## config.mk

```make
export PLATFORM = sky130hd
export DESIGN_NAME = po2_weight_encoder_flat
export DESIGN_NICKNAME = d
export VERILOG_FILES = /design/src/rtl/po2_weight_encoder_if.sv /design/src/rtl/po2_weight_encoder.sv /design/src/flat_wrapper.sv
export SDC_FILE = /design/constraint.sdc
export NUM_CORES = 1
export LEC_CHECK = 0
export ABC_CLOCK_PERIOD_IN_PS = 4600
export CORE_UTILIZATION = 40
export CTS_CLUSTER_DIAMETER = 30
export DETAILED_ROUTE_END_ITERATION = 8
export PLACE_DENSITY = 0.67
export RECOVER_POWER = 25
export SLEW_MARGIN = 10
export SYNTH_ARGS = -nofsm -noshare
export SYNTH_HDL_FRONTEND = slang
export SYNTH_SLANG_ARGS = --single-unit
```

## constraint.sdc

```tcl
create_clock -name clk -period 4.6 [get_ports clk]
set_clock_uncertainty 0.05 [all_clocks]
set_input_delay 0.46 -clock clk [delete_from_list [all_inputs] [get_ports clk]]
set_output_delay 0.46 -clock clk [all_outputs]
set_load 0.01 [all_outputs]
```

## src/rtl/po2_weight_encoder_if.sv

```systemverilog
// Weight-in / shift-code-out handshake bundle between a weight source and po2_weight_encoder.
interface po2_weight_encoder_if #(
  parameter int W = 16
);
  logic [W-1:0] weight;
  logic         in_v;
  logic         in_ready;
  logic         zero_weight;
  logic         negative_weight;
  logic [W-1:0] log_2_weight;
  logic         saturated;
  logic         out_v;
  logic         out_ready;

  modport master (
    output weight, in_v, out_ready,
    input  in_ready, zero_weight, negative_weight, log_2_weight, saturated, out_v
  );

  modport slave (
    input  weight, in_v, out_ready,
    output in_ready, zero_weight, negative_weight, log_2_weight, saturated, out_v
  );
endinterface

```

## src/rtl/po2_weight_encoder.sv

```systemverilog
// Encodes a signed Q(I).(F) weight into zero/sign/right-shift form (|w| ~= 2^-k) for po2_multiply.
// IDLE capture | ABS sign+magnitude | SCAN normalise, count zeros | ROUND emit k | HOLD await out_ready
module po2_weight_encoder #(
  parameter int W = 16,
  parameter int I = 4
) (
  input  logic                clk,
  input  logic                rst,
  po2_weight_encoder_if.slave bus
);
  localparam int CW = $clog2(W);
  localparam int KW = $clog2(W) + 2;

  typedef enum logic [2:0] {IDLE, ABS, SCAN, ROUND, HOLD} state_t;

  state_t        state, state_nxt;
  logic [W-1:0]  w_q, w_nxt;
  logic [W-1:0]  mag, mag_nxt;
  logic [W-1:0]  k_q, k_nxt;
  logic [CW-1:0] cnt, cnt_nxt;
  logic          neg, neg_nxt;
  logic          zero_q, zero_nxt;
  logic          neg_out, neg_out_nxt;
  logic          sat_q, sat_nxt;
  logic          ov_q, ov_nxt;
  logic [KW-1:0] k_raw;

  always_ff @(posedge clk or posedge rst) begin
    if (rst) begin
      state   <= IDLE;
      w_q     <= '0;
      mag     <= '0;
      k_q     <= '0;
      cnt     <= '0;
      neg     <= 1'b0;
      zero_q  <= 1'b0;
      neg_out <= 1'b0;
      sat_q   <= 1'b0;
      ov_q    <= 1'b0;
    end else begin
      state   <= state_nxt;
      w_q     <= w_nxt;
      mag     <= mag_nxt;
      k_q     <= k_nxt;
      cnt     <= cnt_nxt;
      neg     <= neg_nxt;
      zero_q  <= zero_nxt;
      neg_out <= neg_out_nxt;
      sat_q   <= sat_nxt;
      ov_q    <= ov_nxt;
    end
  end

  always_comb begin
    state_nxt   = state;
    w_nxt       = w_q;
    mag_nxt     = mag;
    k_nxt       = k_q;
    cnt_nxt     = cnt;
    neg_nxt     = neg;
    zero_nxt    = zero_q;
    neg_out_nxt = neg_out;
    sat_nxt     = sat_q;
    ov_nxt      = ov_q;
    // Bit below the leading one decides rounding: mantissa >= 1.5 rounds to the next power.
    k_raw       = KW'(cnt) - KW'(I - 1) - KW'(mag[W-2]);
    case (state)
      IDLE: begin
        if (bus.in_v) begin
          w_nxt     = bus.weight;
          state_nxt = ABS;
        end
      end
      ABS: begin
        neg_nxt = w_q[W-1];
        mag_nxt = w_q[W-1] ? (~w_q + W'(1)) : w_q;
        if (w_q == '0) begin
          zero_nxt    = 1'b1;
          neg_out_nxt = 1'b0;
          k_nxt       = '0;
          sat_nxt     = 1'b0;
          ov_nxt      = 1'b1;
          state_nxt   = HOLD;
        end else begin
          cnt_nxt   = '0;
          state_nxt = SCAN;
        end
      end
      SCAN: begin
        if (mag[W-1]) begin
          state_nxt = ROUND;
        end else begin
          mag_nxt = mag << 1;
          cnt_nxt = cnt + CW'(1);
        end
      end
      ROUND: begin
        if (k_raw[KW-1]) begin
          k_nxt   = '0;
          sat_nxt = 1'b1;
        end else begin
          k_nxt   = W'(k_raw);
          sat_nxt = 1'b0;
        end
        neg_out_nxt = neg;
        zero_nxt    = 1'b0;
        ov_nxt      = 1'b1;
        state_nxt   = HOLD;
      end
      HOLD: begin
        if (bus.out_ready) begin
          ov_nxt    = 1'b0;
          state_nxt = IDLE;
        end
      end
      default: state_nxt = IDLE;
    endcase
  end

  assign bus.in_ready        = (state == IDLE);
  assign bus.out_v           = ov_q;
  assign bus.zero_weight     = zero_q;
  assign bus.negative_weight = neg_out;
  assign bus.log_2_weight    = k_q;
  assign bus.saturated       = sat_q;
endmodule

```

## src/flat_wrapper.sv

```systemverilog
// flat-port wrapper written by rule: the top's interface ports become plain ports
module po2_weight_encoder_flat 
#(
  parameter int W = 16,
  parameter int I = 4
)
  (clk, rst, bus_weight, bus_in_v, bus_out_ready, bus_in_ready, bus_zero_weight, bus_negative_weight, bus_log_2_weight, bus_saturated, bus_out_v);
  po2_weight_encoder_if #(.W(W)) bus_i ();
  input  logic clk;
  input  logic rst;
  input wire logic [$bits(bus_i.weight)-1:0] bus_weight;
  input wire logic [$bits(bus_i.in_v)-1:0] bus_in_v;
  input wire logic [$bits(bus_i.out_ready)-1:0] bus_out_ready;
  output wire logic [$bits(bus_i.in_ready)-1:0] bus_in_ready;
  output wire logic [$bits(bus_i.zero_weight)-1:0] bus_zero_weight;
  output wire logic [$bits(bus_i.negative_weight)-1:0] bus_negative_weight;
  output wire logic [$bits(bus_i.log_2_weight)-1:0] bus_log_2_weight;
  output wire logic [$bits(bus_i.saturated)-1:0] bus_saturated;
  output wire logic [$bits(bus_i.out_v)-1:0] bus_out_v;
  assign bus_i.weight = bus_weight;
  assign bus_i.in_v = bus_in_v;
  assign bus_i.out_ready = bus_out_ready;
  assign bus_in_ready = bus_i.in_ready;
  assign bus_zero_weight = bus_i.zero_weight;
  assign bus_negative_weight = bus_i.negative_weight;
  assign bus_log_2_weight = bus_i.log_2_weight;
  assign bus_saturated = bus_i.saturated;
  assign bus_out_v = bus_i.out_v;
  po2_weight_encoder #(.W(W), .I(I)) u_core (.clk(clk), .rst(rst), .bus(bus_i));
endmodule
```

Word-level counts from Yosys, hierarchy flattened
Cells that the tools add are included.

operators by class
  muxes and demuxes = 22
  reductions and logical operators = 11
  add/subtract/negate cells = 4
  $lt $le $gt $ge = 0
  shifts and indexed selects = 0
  div/mod/pow operators = 0
  multiply operators = 0
  equality and inequality tests = 10
  bitwise logic cells = 1

operators with widths
  operator               count
  $pmux 16 s2            2
  $mux 16                3
  $add 16x1->16 const B  1
  $logic_not 16->1       1
  $not 16->16            1
  $pmux 3 s5             1
  $mux 3                 4
  $reduce_and 3->1       3
  $mux 4                 2
  $ne 2x2->1 const B     4
  $pmux 4 s2             1
  $eq 3x2->1 const B     2
  $pmux 1 s2             3
  $reduce_and 2->1       3
  $sub 6x1->6            1
  $mux 5                 1
  $sub 4x2->5 const B    1
  $add 4x1->4 const B    1
  $mux 1                 4
  $ne 2x1->1 const B     2
  $reduce_bool 2->1      2
  $eq 3x1->1 const B     1
  $eq 3x3->1 const B     1
  $logic_not 3->1        1
  2 further kinds        2

word-level totals
  bits in read-only memories = 0
  logic and storage cells = 59
  memory bits (writable) = 0
  latch bits = 0
  input bits = 20
  memories = 0
  register bits = 60
  output and inout bits = 21

Logic depth before layout (Yosys ltp)
  depth after elaboration = 4
  mapped depth = 7
  gate-level depth less buffers = 6

Worst setup path after synthesis
No wires, ideal clock.

  path type = reg-to-reg
  start point = register u_core.w_q[0]
  end point = register u_core.k_q[0] (netlist: u_core.bus.log_2_weight[0])
  path buffers = 1
  data required time = 4.429 ns
  stages on the path, launching flop included = 8
  arrival = 1.828 ns
  library setup time = 0.121 ns
  path slack = 2.601 ns
  period minus slack after synthesis = 1.999 ns
  path through = dfrtp_1 -> inv_1 -> ha_1 -> or3b_1 -> clkbuf_1 -> nor4_4 -> a21oi_2 -> a22o_1

between the ends
  longest elaborated chain between the ends = 3

RTL lines
  what                               RTL line                  source
  start: declaration                 po2_weight_encoder.sv:17  logic [W-1:0] w_q, w_nxt;
  start signal: assignment           po2_weight_encoder.sv:42  w_q <= w_nxt;
  $logic_not 16->1                   po2_weight_encoder.sv:77  if (w_q == '0) begin
  $ne 2x1->1 (no source line)        --
  $reduce_and 2->1 (no source line)  --
  end signal: assignment             po2_weight_encoder.sv:44  k_q <= k_nxt;
  end: declaration                   po2_weight_encoder.sv:19  logic [W-1:0] k_q, k_nxt;

Every way passes these cells.
A chain may end at the register's enable or synchronous reset.

Worst setup path in the final report
  start point = register u_core.state[1]
  end point = register u_core.w_q[2]

between the ends
  longest elaborated chain between the ends = 2

RTL lines
  what                               RTL line                  source
  start: declaration                 po2_weight_encoder.sv:16  state_t state, state_nxt;
  start signal: assignment           po2_weight_encoder.sv:41  state <= state_nxt;
  $logic_not 3->1                    po2_weight_encoder.sv:67  case (state)
  $reduce_and 2->1 (no source line)  --

Every way passes these cells.

==> results.sh <==
export IMPL_final_hold_violation_count=0
export IMPL_placeableCoreArea_sq_mm=0.00635
export IMPL_timing_fmax_mhz=432
export IMPL_clockRootBuffer="sky130_fd_sc_hd__clkbuf_8"
export IMPL_violations="capacitance limit, slew limit"
export IMPL_grt_max_degree=50
export IMPL_yosys_warnings=0
export IMPL_setup_repair_after_global_routing_missed_its_margin="no"
export IMPL_htree_num_levels=2
export IMPL_placedCellCount=347
export IMPL_route_vias_total=1838
export IMPL_static_leakage_power_nw=1.26
export IMPL_slew_viol_final=50
export IMPL_yosys_area_top_type_share_pct=46.5
export IMPL_timing_critical_path_required_ns=4.75
export IMPL_drt_antenna_violating_nets=0
export IMPL_worst_ir_drop_vdd_uv=290
export IMPL_floorplan_initialDensity_pct=41.6
export IMPL_clockBufferDepth=2
export IMPL_die_boundary_width_microns=83.2
export IMPL_number_of_antenna_violations_at_the_first_check_in_global_routing=0
export IMPL_worst_endpoint_arrival_ns=2.46
export IMPL_post_dp_hpwl_mm=3.29
export IMPL_height_of_the_chip_microns=83.2
export IMPL_post_synth_top_count_cell="sky130_fd_sc_hd__dfrtp_1"
export IMPL_io_pins=41
export IMPL_diodes=0
export IMPL_cp_start_kind="flip-flop"
export IMPL_drtIter0Drc=71
export IMPL_vias_per_cell=5.18
export IMPL_holdBufCountCts=0
export IMPL_status="finished with violations"
export IMPL_die_area_sq_mm=0.00693
export IMPL_cts_tree="built"
export IMPL_grt_pass1_vias=1760
export IMPL_reg2reg_to="u_core.w_q[2]"
export IMPL_synth_seq_cells=49
export IMPL_timing_setup_tns_ns=0
export IMPL_timing_hold_worst_class="flip-flop to flip-flop"
export IMPL_multi_input_area_sq_mm=0.00127
export IMPL_post_synth_main_area_contributors="sky130_fd_sc_hd__dfrtp_1 (46%), sky130_fd_sc_hd__mux2_2 (6.0%), sky130_fd_sc_hd__xor2_1 (4.0%), sky130_fd_sc_hd__o21ai_0 (3.8%), sky130_fd_sc_hd__buf_4 (3.1%)"
export IMPL_gp_routability_congestion=0.757
export IMPL_worst_setup_path_end_kind="flip-flop"
export IMPL_postRouteWirelength_mm=4.67
export IMPL_area_growth_syn_to_layout_pct=13.9
export IMPL_dominantRegCellSynth="sky130_fd_sc_hd__dfrtp_1"
export IMPL_port_buffers=29
export IMPL_r2r_slack_ns=2.29
export IMPL_filler_free_cell_count_of_the_finished_design=355
export IMPL_tritoncts_num_sinks=49
export IMPL_routed_wire_length_per_instance_microns=13.1
export IMPL_first_pass_grt_wire_length_mm=8.27
export IMPL_syn_area_sq_mm=0.00264
export IMPL_postSynth_asyncResetShare_pct=100
export IMPL_drt_pre_antenna_iters=4
export IMPL_crit_path_end="u_core.w_q[2]"
export IMPL_path_class="flip-flop to flip-flop"
export IMPL_finalCritPeriodShare_pct=50.3
export IMPL_r2r_worst_path_cells=3
export IMPL_ys_types=51
export IMPL_track_usage_pct=14.7
export IMPL_timing_critical_path_fanout_max=18
export IMPL_nFillCells=601
export IMPL_drive_gt1_share_pct=11.5
export IMPL_cts_repair_timing_setup_buffer_count=0
export IMPL_synth_edff_count=0
export IMPL_netlist_top_cells_count="sky130_fd_sc_hd__dfrtp_1 (49), sky130_fd_sc_hd__nand2_1 (20), sky130_fd_sc_hd__o21ai_0 (20), sky130_fd_sc_hd__mux2_2 (14), sky130_fd_sc_hd__clkbuf_1 (13)"
export IMPL_synth_cells=258
export IMPL_netlist_top_cell_by_area="sky130_fd_sc_hd__dfrtp_1"
export IMPL_max_slew_margin_rel_pct=-20.4
export IMPL_cap_violations=1
export IMPL_rr_startpoint="u_core.state[1]"
export IMPL_sequential_to_total_area_share_from_yosys_stat_pct=46.5
export IMPL_post_cts_resize_count=0
export IMPL_post_synth_cell_area_avg_sq_um=10.2
export IMPL_final_setup_viol_count=0
export IMPL_drt_drc_violations_left=0
export IMPL_global_route_overflow_total=0
export IMPL_power_density_mw_per_mm2=656
export IMPL_cts_buffers=5
export IMPL_fin_nets=301
export IMPL_register_area_sq_mm=0.00123
export IMPL_row_count=29
export IMPL_cp_startpoint="u_core.state[1]"
export IMPL_clkSlewWorstSetupHoldPaths_ns=0.09
export IMPL_period_needed_ns=2.31
export IMPL_clk_insertion_delay_late_ns=0.31
export IMPL_tightest_slew_ns=1.80
-- cell families after synthesis --
logic type      Yosys count  synth area share [%]
flops                    49                  46.5
simple gates             61                  13.7
other cells               1                 0.142
compound gates           74                  18.7
fa+ha+maj                 4                  1.90
xor+xnor                 15                  4.98
mux                      17                  7.11
buf+inv                  37                  6.97
-- placed cells by master (no fill, tap or decap), types with 3 or more instances in the layout --
cell	instances
sky130_fd_sc_hd__o31ai_1	5
sky130_fd_sc_hd__o2bb2ai_1	4
sky130_fd_sc_hd__conb_1	11
sky130_fd_sc_hd__clkdlybuf4s50_1	28
sky130_fd_sc_hd__o41ai_1	5
sky130_fd_sc_hd__o21ai_1	4
sky130_fd_sc_hd__nor2b_1	3
sky130_fd_sc_hd__nand2b_1	3
sky130_fd_sc_hd__o21ai_0	20
sky130_fd_sc_hd__mux2_2	14
sky130_fd_sc_hd__dfrtp_1	49
sky130_fd_sc_hd__nor2_1	7
sky130_fd_sc_hd__ha_1	4
sky130_fd_sc_hd__inv_1	9
sky130_fd_sc_hd__nand2_1	20
sky130_fd_sc_hd__clkbuf_8	5
sky130_fd_sc_hd__xnor2_1	3
sky130_fd_sc_hd__a22o_1	5
sky130_fd_sc_hd__or3_1	5
sky130_fd_sc_hd__mux2i_1	3
sky130_fd_sc_hd__a21oi_1	9
sky130_fd_sc_hd__a22oi_1	7
sky130_fd_sc_hd__o22ai_1	6
sky130_fd_sc_hd__nor3_1	3
sky130_fd_sc_hd__xor2_1	12
-- report_power, final --
part           internal [mW]  switching [mW]  total (mW)
sequential             0.623           0.221       0.844
clock                  0.109           0.146       0.255
combinational          0.437           0.437       0.874
total                   1.17           0.804        1.97
-- layout make-up --
class | count | area share, %
inverter | 9 | 1.12
multi-input combinational | 182 | 42.1
timing repair buffer | 30 | 9.90
clock inverter | 2 | 0.458
sequential | 49 | 40.8
clock buffer | 6 | 2.41
tap | 77 | 3.20
-- critical path, cell delays in order, from the launching register on --
cell and delay [ns]:
sky130_fd_sc_hd__dfrtp_1 0.57, sky130_fd_sc_hd__nand2b_1 0.26, sky130_fd_sc_hd__nor3_2 0.89, sky130_fd_sc_hd__mux2_2 0.42
-- state kept, by name, indices dropped and copies added (netlist names) --
name	cells
u_core.w_q	16
u_core.state	3
u_core.neg	1
u_core.bus.negative_weight	1
u_core.bus.log_2_weight	5
u_core.bus.saturated	1
u_core.bus.zero_weight	1
u_core.mag	16
u_core.bus.out_v	1
u_core.cnt	4
-- worst min path at each step --
stage                  start  cells past startpoint       endpoint
6_report       u_core.mag[0]                      2  u_core.mag[0]
5_1_grt        u_core.mag[0]                      2  u_core.mag[0]
4_1_cts        u_core.mag[0]                      2  u_core.mag[0]
3_5_place_dp   u_core.mag[0]                      2  u_core.mag[0]
3_3_place_gp   u_core.mag[0]                      2  u_core.mag[0]
2_1_floorplan     u_core.neg                      2     u_core.neg
-- through the flow --
step / instance area (sq um) / setup WS [ns] / hold WS, ns / power, mW / utilization [%]
2_1_floorplan: 2680 / 2.60 / 0.397 / 1.51 / -
3_3_place_gp: 2920 / 2.09 / 0.415 / 1.70 / 46.0
3_5_place_dp: 2920 / 2.06 / 0.426 / 1.73 / 46.0
4_1_cts: 3010 / 2.25 / 0.447 / 1.99 / 47.3
5_1_grt: 3010 / 1.90 / 0.467 / 2.16 / 47.3
6_report: 3010 / 2.29 / 0.445 / 1.97 / 47.3
-- per-layer routing --
| layer | global-route usage (%) | part of all wire [%] |
|---|---|---|
| met3 | 4.27 | 4.7 |
| met5 | 0 | 0 |
| met2 | 22.8 | 44 |
| met4 | 3.76 | 0.99 |
| met1 | 20.2 | 51 |
(Power assumes the default switching activity.)
